===== src/rtl/wb_port_arbiter.sv =====
// wb_port_arbiter: shares the register-file write port between the pipeline
// W stage (absolute priority, combinational pass-through) and a buffered
// long-latency result source drained in idle port cycles.
//
// state   | meaning
// IDLE    | no bubble requested
// STARVED | FIFO head starved too long, StallReq asserted until it pops
module wb_port_arbiter #(
  parameter int DEPTH        = 2,
  parameter int STARVE_LIMIT = 4
) (
  input  logic        clk,
  input  logic        rst_n,
  input  logic        RegWriteW,
  input  logic [4:0]  RdW,
  input  logic [31:0] ResultW,
  input  logic        LLValid,
  input  logic [4:0]  LLRd,
  input  logic [31:0] LLData,
  output logic        LLReady,
  output logic        RegWriteRF,
  output logic [4:0]  RdRF,
  output logic [31:0] WDataRF,
  output logic [31:0] PendingMask,
  output logic        StallReq
);

  localparam int PTR_W = (DEPTH > 1) ? $clog2(DEPTH) : 1;
  localparam int CNT_W = PTR_W + 1;
  localparam int SC_W  = $clog2(STARVE_LIMIT + 1);

  localparam logic [CNT_W-1:0] FULL_CNT = CNT_W'(DEPTH);
  localparam logic [SC_W-1:0]  SC_MAX   = SC_W'(STARVE_LIMIT);

  typedef enum logic {IDLE = 1'b0, STARVED = 1'b1} state_t;

  logic [PTR_W-1:0] r_rptr;
  logic [PTR_W-1:0] r_wptr;
  logic [CNT_W-1:0] r_count;
  logic [SC_W-1:0]  r_starve_cnt;
  state_t           r_state;
  state_t           w_state_nxt;

  logic [4:0]       r_rd   [DEPTH];
  logic [31:0]      r_data [DEPTH];

  logic             w_pipe_req;
  logic             w_empty;
  logic             w_pop;
  logic             w_accept;
  logic             w_push;
  logic [DEPTH-1:0] w_entry_valid;
  logic [31:0]      w_pending;

  assign w_pipe_req = RegWriteW & (RdW != 5'd0);
  assign w_empty    = (r_count == '0);
  // The FIFO only gets the port when the pipeline leaves it idle.
  assign w_pop      = ~w_empty & ~w_pipe_req;
  assign LLReady    = (r_count != FULL_CNT);
  assign w_accept   = LLValid & LLReady;
  // Results aimed at x0 complete the handshake but are never stored.
  assign w_push     = w_accept & (LLRd != 5'd0);

  // Write-port mux: pipeline first, then FIFO head, else idle.
  always_comb begin
    RegWriteRF = 1'b0;
    RdRF       = 5'd0;
    WDataRF    = 32'd0;
    if (w_pipe_req) begin
      RegWriteRF = 1'b1;
      RdRF       = RdW;
      WDataRF    = ResultW;
    end else if (!w_empty) begin
      RegWriteRF = 1'b1;
      RdRF       = r_rd[r_rptr];
      WDataRF    = r_data[r_rptr];
    end
  end

  // FIFO storage; contents need no reset since validity comes from the count.
  always_ff @(posedge clk) begin
    if (w_push) begin
      r_rd[r_wptr]   <= LLRd;
      r_data[r_wptr] <= LLData;
    end
  end

  // FIFO pointers and occupancy.
  always_ff @(posedge clk or negedge rst_n) begin
    if (!rst_n) begin
      r_rptr  <= '0;
      r_wptr  <= '0;
      r_count <= '0;
    end else begin
      if (w_push) r_wptr <= r_wptr + PTR_W'(1);
      if (w_pop)  r_rptr <= r_rptr + PTR_W'(1);
      if (w_push && !w_pop)      r_count <= r_count + CNT_W'(1);
      else if (w_pop && !w_push) r_count <= r_count - CNT_W'(1);
    end
  end

  // An entry is live if its distance from the read pointer is below the count.
  always_comb begin
    w_entry_valid = '0;
    for (int i = 0; i < DEPTH; i++) begin
      w_entry_valid[i] = (CNT_W'(PTR_W'(PTR_W'(i) - r_rptr)) < r_count);
    end
  end

  // Pending-destination mask: OR of one-hot Rd decodes of live entries.
  always_comb begin
    w_pending = '0;
    for (int i = 0; i < DEPTH; i++) begin
      if (w_entry_valid[i]) w_pending[r_rd[i]] = 1'b1;
    end
  end

  assign PendingMask = w_pending;

  // Starvation timer: counts head denials, cleared by a pop or an empty FIFO.
  always_ff @(posedge clk or negedge rst_n) begin
    if (!rst_n) begin
      r_starve_cnt <= '0;
    end else if (w_empty || w_pop) begin
      r_starve_cnt <= '0;
    end else if (w_pipe_req && (r_starve_cnt != SC_MAX)) begin
      r_starve_cnt <= r_starve_cnt + SC_W'(1);
    end
  end

  // FSM state register.
  always_ff @(posedge clk or negedge rst_n) begin
    if (!rst_n) r_state <= IDLE;
    else        r_state <= w_state_nxt;
  end

  // FSM next-state logic.
  always_comb begin
    w_state_nxt = r_state;
    case (r_state)
      IDLE: begin
        if ((r_starve_cnt == SC_MAX) && !w_pop && !w_empty) w_state_nxt = STARVED;
      end
      STARVED: begin
        if (w_pop || w_empty) w_state_nxt = IDLE;
      end
      default: w_state_nxt = IDLE;
    endcase
  end

  // FSM outputs; StallReq comes straight from the state flop.
  always_comb begin
    StallReq = (r_state == STARVED);
  end

endmodule


===== config.mk =====
export PLATFORM = sky130hd
export DESIGN_NAME = wb_port_arbiter
export DESIGN_NICKNAME = d
export VERILOG_FILES = /design/src/rtl/wb_port_arbiter.sv
export SDC_FILE = /design/constraint.sdc
export NUM_CORES = 1
export LEC_CHECK = 0
export BUFFER_PORTS_ARGS = -buffer_cell sky130_fd_sc_hd__buf_4
export CAP_MARGIN = 5
export CORE_ASPECT_RATIO = 1.1
export CORE_MARGIN = 3
export CORE_UTILIZATION = 43
export DETAILED_ROUTE_END_ITERATION = 10
export PLACE_DENSITY_LB_ADDON = 0.1
export SLEW_MARGIN = 20
export SYNTH_ARGS = -nofsm -noshare
export SYNTH_HDL_FRONTEND = slang
export SYNTH_SLANG_ARGS = --single-unit

===== constraint.sdc =====
create_clock -name clk -period 3.5 [get_ports clk]
set_input_delay 0.35 -clock clk [delete_from_list [all_inputs] [get_ports clk]]
set_output_delay 0.35 -clock clk [all_outputs]
set_load 0.01 [all_outputs]

==> results.md, run 1 <==
- Outcome: completed
- Cts bufs inserted: 9
- Starting Density: 0.454
- Root buffer cell: clkbuf_8
- Simple-Gate Fraction of Synth Area: 0.0929
- Slew at the pin closest to its max-slew limit: 717 ps
- GRT Util Overall: 0.172
- Gpl congestion: 0.789
- CTS tree: done
- Warnings from Yosys: 0
- Port Buffer Count: 149
- Clock Skews: 11.4 ps
- Delay of the slowest critical-path stage: 810 ps
- Pre-antenna DRT Iters: 4
- Slowest cell on crit path: dfrtp_2
- CP top delay family: compound AO/OA/AOI/OAI gates
- Reg power frac: 0.417
- Number of H-tree levels: 3
- Die Width: 99.5 um
- Largest cells by area after synthesis: edfxtp_1 (54%), mux2i_1 (9.2%), mux2_2 (7.9%)
- # rows: 36
- Number of max-cap violations: 0
- DR iter-0 viols: 126
- Clock power share: 0.161
- Fmax: 0.368 GHz
- Worst Path Buf+Inv: 1
- Post-synthesis sequential area ratio: 0.586
- Syn Inst Count: 315
- Largest net degree at the start of global routing: 40
- Post-Route WL: about 9600 um
- Die height: between 100 and 150 um
- Die area: 10800 um^2
- Yosys top cell area share: 0.537
- Final #Nets: 540
- Post-synthesis adder-cell area fraction: 0.00908
- Io pins: 150
- Normalized max-slew margin: 0.520
- Critical Path AT: 2370 ps
- Internal Pwr Total: 2330 uW
- Reg clk slew, reported paths: around 90 ps
- Complex-gate fraction of the synthesized area: 0.0823
- Via count: 3116
- Xor and xnor fraction of the mapped netlist area: 0.0106
- Worst hold slack: between 150 and 200 ps
- Diode count: 0
- Most frequent cells in the layout: buf_4 (154), edfxtp_1 (74), mux2i_1 (38)
- Via density: between 5 and 6
- Storage element area: ~2400 um^2
- PD cells: 662 nW/um^2
- Setup bufs post-CTS: 0
- Core area: 9100 um^2
- Syn nets: 396
- RSZ-0062 raised after global routing: false
- # DRC: 0
- First-pass GRT wire length: 14600 um
- Met1 WL: about 3800 um
- Critical path required time: 3150 ps
- Layout cell share with drive strength beyond 1: 0.450
- Yosys top cell by area: edfxtp_1
- Post-synthesis cell area: 4140 um^2
- Multi-input logic area: 1580 um^2
- Max Slew Vio Count: 0
- Fill cell count: around 740
- Grt ovf: 0
- Final hold violations: 0
- Seq cells post-synth: 82
- Wire length on met3: ~800 um
- Worst-path cell chain: nor2b_1, o211ai_1, o22ai_1, buf_4
- Switching power: 1310 uW
- Combinational Power Share: 0.422
- Vias in the first global route: a little over 3000
- Clock Path Buffers: 2
- Count of different cell masters after synthesis: 39
- HP Class: in -> reg
- Met2 WL: 4850 um
- Final HPWL DP: approximately 7000 um
- Largest family of logic cells by synthesized area: multiplexers
- Number of nets still failing antenna checks after routing: 0
- Critical Path Fanout Max: 22
- DR top layer: met4
- Final worst path period need: 2720 ps
- Routed WL per cell: 16.6 um
- Most common cell after layout, fill and taps aside: buf_4
- Synth-to-layout area growth: 33.1%
- Setup TNS: 0 ps
- Sw Ratio: 0.360
- P_leak: about 0.0023 uW
- Max VDD drop: 0.000327 V
- Crit. End Element: primary output
- Clk_lat worst skew: 340 ps
- Clk sinks: 82
- Mean Syn Cell Area: between 10 and 15 um^2
- Critical path class: reg -> out
- Mux cell area share after synthesis: 0.182
- Final Setup Violations: 0
- Initial antenna violation count: 0
- Startpoint types: flop
- Tcrit/Tclk final: 0.776
==> cells by family (layout without fill, tap and decap cells) <==
kind of cell / Yosys count / in the layout
flip-flops: 82 / 82
AND/OR/NAND/NOR: 77 / 77
multiplexers: 70 / 70
AO/OA/AOI/OAI: 50 / 50
buffers and inverters: 28 / 177
XOR/XNOR: 5 / 5
adder cells (fa/ha/maj): 3 / 3
==> flip-flops by register name (all words and copies together), names as in the netlist <==
name	cells
r_rptr	1
r_starve_cnt	3
r_rd	10
StallReq	1
r_wptr	1
r_data	64
r_count	2
==> metal layers <==
metal	global-route usage	vias to the layer above
met3	0.0441	16
met2	0.298	136
met4	0.0683	0
met1	0.206	1480
li1	-	1484
met5	0	-
==> layout make-up <==
| type | count | area share |
|---|---|---|
| Sequential cell | 82 | 0.440 |
| Multi-Input combinational cell | 205 | 0.287 |
| Timing Repair Buffer | 155 | 0.212 |
| Tap cell | 114 | 0.0259 |
| Clock buffer | 10 | 0.0232 |
| Clock inverter | 6 | 0.00773 |
| Inverter | 6 | 0.00409 |
==> power by group through the flow <==
| stage | Combinational, uW | Clock, uW | Sequential, uW |
|---|---|---|---|
| 2_1_floorplan | 1090 | 0 | 1410 |
| 3_5_place_dp | 1560 | 0 | 1540 |
| 5_1_grt | 1690 | 645 | 1550 |
| 6_report | 1540 | 587 | 1520 |
| 3_3_place_gp | 1540 | 0 | 1530 |
| 4_1_cts | 1560 | 607 | 1520 |
==> timing repair <==
action,4_1_cts,5_1_grt
resized for setup,0,0
hold endpoints to repair,8,0
setup endpoints to repair,0,0
hold buffers,1,0
==> final timing paths <==
check                            from  slack (ps)               to  cells past startpoint
max in group asynchronous       rst_n        2990           r_rptr                      2
hold / removal             LLData[18]         190    r_data[1][18]                      1
setup / recovery               r_rptr         780  PendingMask[22]                      4
hold reg to reg                r_wptr         560           r_wptr                      1
min in group asynchronous       rst_n         370  r_starve_cnt[1]                      2
setup reg to reg           r_count[0]        1350    r_data[1][26]                      4
==> worst reg2reg max path: stages, from the launching register on <==
cell and delay [ps]:
dfrtp_1 520, nand2b_1 230, o211ai_2 210, nor2_4 460, buf_4 400
==> synth_stat cells <==
library cell	n
xnor2_1	3
nor3_1	5
o211ai_2	1
mux2_2	29
or3_4	1
or3_1	2
buf_4	6
or3b_2	1
nand2_1	9
clkbuf_1	3
mux2_4	3
edfxtp_1	74
buf_2	7
or4_1	1
nand3_1	3
or3b_1	4
buf_6	1
mux2i_1	38
xor2_1	2
nor2_2	1
o211ai_1	4
dfrtp_1	8
inv_1	6
o21ai_4	1
a21oi_1	1
nor2b_1	1
or2_2	1
o21a_1	1
o21ai_0	3
buf_8	1
o2bb2ai_1	1
a21o_1	1
o22ai_1	32
nand3b_1	9
nand2b_1	1
o31ai_1	5
ha_1	3
nor2_1	38
buf_1	4
==> stage by stage <==
| stage | setup slack (ps) | std cells | total power [uW] | util | instance area (um^2) |
|---|---|---|---|---|---|
| final | 784 | 578 | 3640 | 0.605 | 5500 |
| after global routing | 571 | 578 | 3880 | 0.605 | 5500 |
| after CTS | 714 | 578 | 3690 | 0.605 | 5500 |
| after detailed placement | 1100 | 561 | 3100 | 0.585 | 5320 |
| after global placement | 1130 | 561 | 3070 | 0.585 | 5320 |
| after floorplan | 693 | 315 | 2500 | - | 4140 |
No activity file was read; power rests on OpenSTA's default activity.
==> inputs of run 2 (changes only) <==
Clock period 3.5 ns to 2.77 ns, I/O delays scaled along.
==> run 2 against run 1 <==
  * Via count fell by 1.4%
  * Sequential power rose by 24%
  * Critical path depth did not move
  * Register-to-register slack got worse by 510 ps
  * Flip-flop and latch count did not move
  * Largest power group unchanged
  * Design area rose by 1.4%
  * Routed wire length fell by 2.3%
  * Final cell count rose by 0.35%
  * Highest routed layer unchanged
  * Clock-buffer cell count rose by 1
  * Non-clock buffer count rose by 2
  * Worst hold slack got worse by 79 ps
  * Clock skew fell by 2.6 ps
==> results.md, run 2 (synthesis results as in run 1) <==
- Io pins: 150 (unchanged)
- Die height: 109 um (unchanged)
- Final #Nets: 542 (+0.37%)
- Worst setup margin: 377 ps (-407 ps)
- Critical Path AT: 2120 ps (-250 ps)
- Synth-to-layout area growth: 34.9%
- Die area: 10800 um^2 (unchanged)
- Startpoint types: flop
- Initial antenna violation count: 0 (unchanged)
- Final worst path period need: 2390 ps
- Max Slew Vio Count: 0 (unchanged)
- Sw Ratio: 0.349 (-0.0115)
- R2R Path Start: r_count[0]
- Post-CTS Resized: 0 (unchanged)
- Cts bufs inserted: 9 (unchanged)
- Routed WL per cell: 16.1 um (-2.6%)
- Via density: 5.30 (-1.7%)
- CTS tree: done
- Post-Route WL: 9350 um (-2.3%)
- Most common cell after layout, fill and taps aside: buf_4
- Final HPWL DP: 6850 um (+0.58%)
- Number of max-cap violations: 0 (unchanged)
- Root buffer cell: clkbuf_8
- # DRC: 0 (unchanged)
- Critical path class: reg -> out
- Tot Pwr: 4730 uW (+30%)
- Hold path start: LLData[22]
- Number of H-tree levels: 3 (unchanged)
- Port Buffer Count: 149 (unchanged)
- Combinational Power Share: 0.426 (+0.004)
- Slew at the pin closest to its max-slew limit: 735 ps (+18.0 ps)
- Worst-path cell chain: nor2b_1, o211ai_1, o22ai_1, buf_4
- Via count: 3073 (-1.4%)
- Most frequent cells in the layout: buf_4 (153), edfxtp_1 (74), mux2i_1 (38)
- # rows: 36 (unchanged)
- P_leak: 0.00229 uW (+1.8%)
- Internal Pwr Total: 3080 uW (+32%)
- Critical Path Fanout Max: 12 (-45%)
- Final hold violations: 0 (unchanged)
- Delay of the slowest critical-path stage: 620 ps (-190 ps)
- Gpl congestion: 0.785 (-0.51%)
- Final Core Density: 0.613 (+0.00839)
- Vias in the first global route: 2969 (-2.8%)
- Reg power frac: 0.397 (-0.020)
- Layout cell share with drive strength beyond 1: 0.453 (+0.00236)
- Clock power share: 0.178 (+0.017)
- Max reg flops: 64 (unchanged)
- Slowest cell on crit path: o211ai_1
- CP Launch Point: r_rptr
- GRT Util Overall: 0.168 (-0.00451)
- Normalized max-slew margin: 0.508 (-0.0120)
- PD cells: 848 nW/um^2 (+28%)
- Crit. End Element: primary output
- Starting Density: 0.454 (unchanged)
- Largest regs: r_data (64), r_rd (10), r_starve_cnt (3)
- Max VDD drop: 0.000431 V (+32%)
- Outcome: completed
- Tcrit/Tclk final: 0.864
- Final Setup Violations: 0 (unchanged)
- Clk sinks: 82 (unchanged)
- Fmax: approximately 0.42 GHz
- HP Class: in -> reg
- Grt ovf: 0 (unchanged)
- Dpl ws: 560 ps (-535 ps)
- Number of nets still failing antenna checks after routing: 0 (unchanged)
- Clock Path Buffers: 2 (unchanged)
- DR iter-0 viols: 128 (+1.6%)
- Pre-antenna DRT Iters: 4 (unchanged)
- Critical path required time: 2490 ps (-660 ps)
- Setup TNS: 0 ps (unchanged)
- Worst hold slack: 108 ps (-78.8 ps)
- Largest register by flop count: r_data
- Diode count: 0 (unchanged)
- Clock Skews: 8.77 ps (-2.64 ps)
- Largest net degree at the start of global routing: 33 (-18%)
- Switching power: 1650 uW (+26%)
- Core area: 9100 um^2 (unchanged)
- Clk_lat worst skew: 340 ps (about the same)
- Die Width: 99.5 um (unchanged)
- RSZ-0062 raised after global routing: false
- Reg clk slew, reported paths: 90 ps (about the same)
- First-pass GRT wire length: 14200 um (-2.6%)
[run 2: changes by cell type in the layout (fill, tap and decap cells not counted)]
cell        change
bufinv_16       +1
clkinv_4        +1
buf_4           -1
clkinv_1        -1
clkinvlp_4      -2
buf_12          +3
clkbuf_1        +1
[run 2: worst max-delay path: cells and delay by family (launching register included)]
kind	cells	cell delay [ps]
and+or+nand+nor	1	160
DFF	1	600
buffers and inverters	1	180
AOI/OAI and AO/OA	2	830
[run 2: what timing repair did]
item	4_1_cts	5_1_grt
endpoints found under the hold margin	8	0
hold buffers	1	0
setup buffers	0	0
[run 2: area by class of cell]
cell class	instances	area (um^2)
timing repair buffer	157	1220
clock buffer	11	131
fill	721	3520
tap	114	143
clock inverter	5	62.6
inverter	6	22.5
multi-input combinational	205	1580
sequential	82	2420
[run 2: worst paths after layout]
kind	slack, ps	depth (start not counted)	endpoint
worst max-delay path	380	4	PendingMask[11]
worst min-delay path	110	1	r_data[1][22]
worst max register to register	840	4	r_data[0][7]
worst min register to register	570	2	StallReq
max in group asynchronous	2350	2	r_rptr
min in group asynchronous	270	2	r_starve_cnt[2]
[run 2: power by group through the flow]
stage	Clock, uW	Sequential (uW)	Combinational (uW)
6_report	841	1880	2010
5_1_grt	916	1910	2200
4_1_cts	870	1880	2050
3_5_place_dp	0	1910	2040
3_3_place_gp	0	1890	2020
2_1_floorplan	0	1780	1380
[run 2: routing by layer]
layer | up-vias | GRT usage | wire length, um | part of all wire
li1 | 1490 | - | - | -
met1 | 1444 | 0.196 | 3770 | 0.40
met2 | 131 | 0.295 | 4740 | 0.51
met3 | 8 | 0.0435 | 741 | 0.079
met4 | 0 | 0.0683 | 99 | 0.011
met5 | - | 0 | 0 | 0
[run 2: stage by stage]
step,std cells,instance area (um^2)
2_1_floorplan,315,4140
3_3_place_gp,563,5380
3_5_place_dp,563,5380
4_1_cts,580,5580
5_1_grt,580,5580
6_report,580,5580
